File: config.mk
export PLATFORM = sky130hd
export DESIGN_NAME = sample_packer
export DESIGN_NICKNAME = d
export VERILOG_FILES = /design/src/rtl/sample_packer.sv
export SDC_FILE = /design/constraint.sdc
export NUM_CORES = 1
export LEC_CHECK = 0
export CORE_ASPECT_RATIO = 0.8
export CORE_MARGIN = 2
export CORE_UTILIZATION = 55
export DETAILED_ROUTE_END_ITERATION = 16
export DONT_BUFFER_PORTS = 1
export PLACE_DENSITY = 0.7
export SLEW_MARGIN = 20
export SYNTH_ARGS = -nofsm -noshare
export SYNTH_HDL_FRONTEND = slang
export SYNTH_SLANG_ARGS = --single-unit
File: constraint.sdc
create_clock -name clk -period 6.8 [get_ports clk]
set_clock_uncertainty 0.15 [all_clocks]
set_input_delay 1.36 -clock clk [delete_from_list [all_inputs] [get_ports clk]]
set_output_delay 1.36 -clock clk [all_outputs]
set_load 0.03 [all_outputs]
File: src/rtl/sample_packer.sv
// sample_packer: packs a serial sample stream into 8-lane frames for the
// lane-mask filter. Short frames end on in_last and are zero-padded.
// One pending frame of buffering lets the input side overlap a stalled output.
module sample_packer #(
    parameter int DW    = 8,
    parameter int LANES = 8
) (
    input  logic          clk,
    input  logic          rst,
    input  logic [DW-1:0] in_data,
    input  logic          in_valid,
    input  logic          in_last,
    output logic          in_ready,
    output logic [DW-1:0] o1,
    output logic [DW-1:0] o2,
    output logic [DW-1:0] o3,
    output logic [DW-1:0] o4,
    output logic [DW-1:0] o5,
    output logic [DW-1:0] o6,
    output logic [DW-1:0] o7,
    output logic [DW-1:0] o8,
    output logic [3:0]    ind,
    output logic          out_valid,
    input  logic          out_ready
);

    localparam int IW = $clog2(LANES);

    // FILL accepts samples; PEND holds a completed frame until the output slot frees.
    typedef enum logic {
        FILL = 1'b0,
        PEND = 1'b1
    } state_t;

    state_t          state, state_nxt;
    logic [DW-1:0]   pack      [LANES];
    logic [DW-1:0]   frame     [LANES];
    logic [DW-1:0]   out_lane  [LANES];
    logic [IW:0]     cnt;
    logic            slot_free;
    logic            accept;
    logic            complete;
    logic            load_pend;
    logic            load_new;
    logic            load;

    assign slot_free = !out_valid || out_ready;

    // State register.
    always_ff @(posedge clk or posedge rst) begin
        // NOTE: sequential state uses non-blocking assignments so every register
        // samples its inputs from the same pre-edge values.
        if (rst) state <= FILL;
        else     state <= state_nxt;
    end

    // Next-state and handshake decode; in_ready depends on state only.
    always_comb begin
        // NOTE: every output of this block gets a default first, so no path can
        // leave a signal unassigned and infer a latch.
        state_nxt = state;
        in_ready  = 1'b0;
        accept    = 1'b0;
        complete  = 1'b0;
        load_pend = 1'b0;
        load_new  = 1'b0;
        unique case (state)
            FILL: begin
                in_ready = 1'b1;
                accept   = in_valid;
                complete = in_valid && (in_last || cnt == (IW+1)'(LANES-1));
                load_new = complete && slot_free;
                if (complete && !slot_free) state_nxt = PEND;
            end
            PEND: begin
                load_pend = slot_free;
                if (slot_free) state_nxt = FILL;
            end
            default: state_nxt = FILL;
        endcase
    end

    assign load = load_pend || load_new;

    // Frame as it would be loaded: pack buffer plus the sample arriving this cycle.
    always_comb begin
        for (int i = 0; i < LANES; i++) begin
            frame[i] = (accept && cnt == (IW+1)'(i)) ? in_data : pack[i];
        end
    end

    // Pack buffer, lane counter and output register.
    always_ff @(posedge clk or posedge rst) begin
        if (rst) begin
            // NOTE: the pack buffer is reset lane by lane because unfilled lanes
            // must read back as zero padding; it is a handful of flops, not a RAM.
            for (int i = 0; i < LANES; i++) begin
                pack[i]     <= '0;
                out_lane[i] <= '0;
            end
            cnt       <= '0;
            ind       <= '0;
            out_valid <= 1'b0;
        end else if (load) begin
            for (int i = 0; i < LANES; i++) begin
                out_lane[i] <= frame[i];
                pack[i]     <= '0;
            end
            ind       <= load_pend ? 4'(cnt) : 4'(cnt + 1'b1);
            out_valid <= 1'b1;
            cnt       <= '0;
        end else begin
            if (out_valid && out_ready) out_valid <= 1'b0;
            if (accept) begin
                pack[cnt[IW-1:0]] <= in_data;
                cnt               <= cnt + 1'b1;
            end
        end
    end

    assign o1 = out_lane[0];
    assign o2 = out_lane[1];
    assign o3 = out_lane[2];
    assign o4 = out_lane[3];
    assign o5 = out_lane[4];
    assign o6 = out_lane[5];
    assign o7 = out_lane[6];
    assign o8 = out_lane[7];

endmodule

==> metrics.txt <==
outcome finished clean; hold buffers post-CTS 0; post-synthesis adder-cell area fraction 0.00789; crit path kind register to register; Comb pwr share 0.191; gr busiest metal met2; final wirelength 13.6 mm; syn_nets 594; vias in the first global route 4,137; Syn Std Cell Area 6340 µm²; share of post-route cells with drive strength above 1 0.0931; cells after synthesis 577; slew margin rel. 0.308; Period minus WS final 3610 ps; Post-synth EDFFs 0; CP Launch Type register; IO Count 83; Worst EP required 6990 ps; pre-CTS setup slack 2850 ps; Distinct cells, synth 42; router iterations before antenna repair 4; fin nets 575; multiplexer share of the synthesized area 0.189; dpl hpwl 8.45 mm; number of cell rows 35; ys flop type dfrtp_1; power per standard cell area 444 nW/µm²; synth cell count leaders dfrtp_1 (138), nor2_1 (128), mux2i_1 (120), a21oi_1 (74), clkbuf_1 (15); vias 4,107; period utilization 0.531; first-pass GRT wire length 21.8 mm; Yosys top cell by area dfrtp_1; Synth Warn # 0; placed insts 687; number of vias per cell 5.73; H-Tree Depth 4; hold path depth 2; gp weighted congestion 0.798; CTS clk-pin slew, worst paths 60 ps; Internal 1.88 mW; xor and xnor area share after synthesis 0.00276; buffer levels on the longest clock path 2; post-synthesis sequential area ratio 0.545; top-count cell post-synth dfrtp_1; Hold Crit Class register to register; Post-Synth Simple-Gate Area 0.133; Yosys reg bits 138; Setup WS post-layout 3190 ps; GRT Resource Usage Total 0.235; # setup viols final 0; NetSw 1.17 mW; met3 GRT Util 0.0727; Peak supply drop 0.000238 V; die area 12,400 µm²; maximum clock rate 277 MHz; GR met2 Demand/Resource 0.358; top post-synthesis cells by area dfrtp_1 (54%), mux2i_1 (19%), nor2_1 (7.6%); sw frac 0.385; Clk Latency, worst-skew pair 420 ps; TritonCTS buffer count 17; max-cap violations 0; clock power share 0.298; Die Y 100 µm; LEAKAGE 3.49 nW; r2r worst-path depth 6; worst-margin pin slew 1040 ps; CP Data Arrival Time 3800 ps; initial core utilization 0.557; Layout area overhead 8.29%; n_diodes 0; DRC 0; Synth top area share 0.545; DRT antenna net count 0; DR WL/cell 19.0 µm; TNS Setup 0 ps; Port Buffers 0; Mean Syn Cell Area 11.0 µm²; postcts setup bufs 0; # resized after CTS 0; power share of the sequential group 0.510; fin. max-slew vios 0; Async S/R FF share, synth 1.00; unrepaired setup endpoints after global routing no; clock sinks 138; core area 11,400 µm²; initial antenna violation count 0; worst-path fanout max 110; Die Wd 124 µm; Critical Path End Type register; largest family of logic cells by synthesized area multiplexers; Util after Layout 0.603; GRT overflow 0; Post-Layout Cell Count 717; DRT iter0 DRCs 259; largest net degree at the start of global routing 111; Fin. Hold Viols 0; CTS tree yes; M1 GR Usage 0.322; clk root buf clkbuf_16; fraction of the mapped netlist area in compound gates 0.0734
## worst max-delay path, stage by stage, from the launching register on
cell	delay, ps
dfrtp_1	690
ha_1	380
and3b_1	290
o311a_4	880
buf_4	780
nor2_1	90
a21oi_1	170
## per-stage QoR
stage | power [mW] | hold WS [ps] | area (µm²)
after floorplan | 2.02 | 336 | 6340
after global placement | 2.11 | 352 | 6290
after detailed placement | 2.15 | 362 | 6290
after CTS | 3.07 | 376 | 6870
after global routing | 3.22 | 400 | 6870
final | 3.05 | 372 | 6870
## logic make-up (layout without fill, tap and decap cells)
family / Yosys count / count (layout)
AND/OR/NAND/NOR: 179 / 179
flip-flops: 138 / 138
multiplexers: 120 / 120
AO/OA/AOI/OAI: 86 / 86
buffers and inverters: 48 / 40
adder cells (fa/ha/maj): 4 / 4
XOR/XNOR: 2 / 2
## cell usage in the layout (no fill, tap or decap), types with 2 or more instances in the layout
master	n
clkinv_2	3
nor2_1	128
nor4_4	2
dfrtp_1	138
clkbuf_16	17
nand2_1	12
mux2i_1	120
nand3_1	12
o31ai_1	2
bufinv_16	2
nand4_2	5
inv_1	4
a21oi_1	74
clkbuf_8	4
nor2b_1	2
buf_4	3
nor2_2	2
ha_1	4
nor3_1	2
a211oi_1	2
nand3_2	5
clkbuf_1	2
## final timing paths
check	startpoint	endpoint	slack [ps]
max	cnt[0]	o2[0]	3190
min	pack[44]	pack[44]	370
min in group asynchronous	rst	pack[12]	770
max in group asynchronous	rst	o5[6]	4610
max reg2reg	cnt[0]	o2[0]	3190
min reg2reg	pack[44]	pack[44]	370
## power by group through the flow
stage	combinational, mW	sequential [mW]	clock (mW)
4_1_cts	0.586	1.56	0.923
3_5_place_dp	0.578	1.57	0
6_report	0.583	1.56	0.910
5_1_grt	0.661	1.59	0.963
2_1_floorplan	0.532	1.49	0
3_3_place_gp	0.553	1.56	0
## state kept, by name, indices dropped and copies added, names as in the netlist
signal     cells
pack          64
state          1
o4             8
o2             8
out_valid      1
o8             8
o6             8
o7             8
ind            4
o5             8
cnt            4
o1             8
o3             8
## per-layer routing
layer	wire, µm	part of all wire
met4	191	0.014
met1	6220	0.46
met2	6300	0.46
met3	893	0.066
met5	0	0
## area by class of cell
class                      count  area (µm²)
inverter                       7        33.8
clock buffer                  23         488
clock inverter                 7        91.3
multi-input combinational    391        2590
tap                          148         185
timing repair buffer           3        22.5
sequential                   138        3450
fill                         987        4520
(Power assumes the default switching activity.)
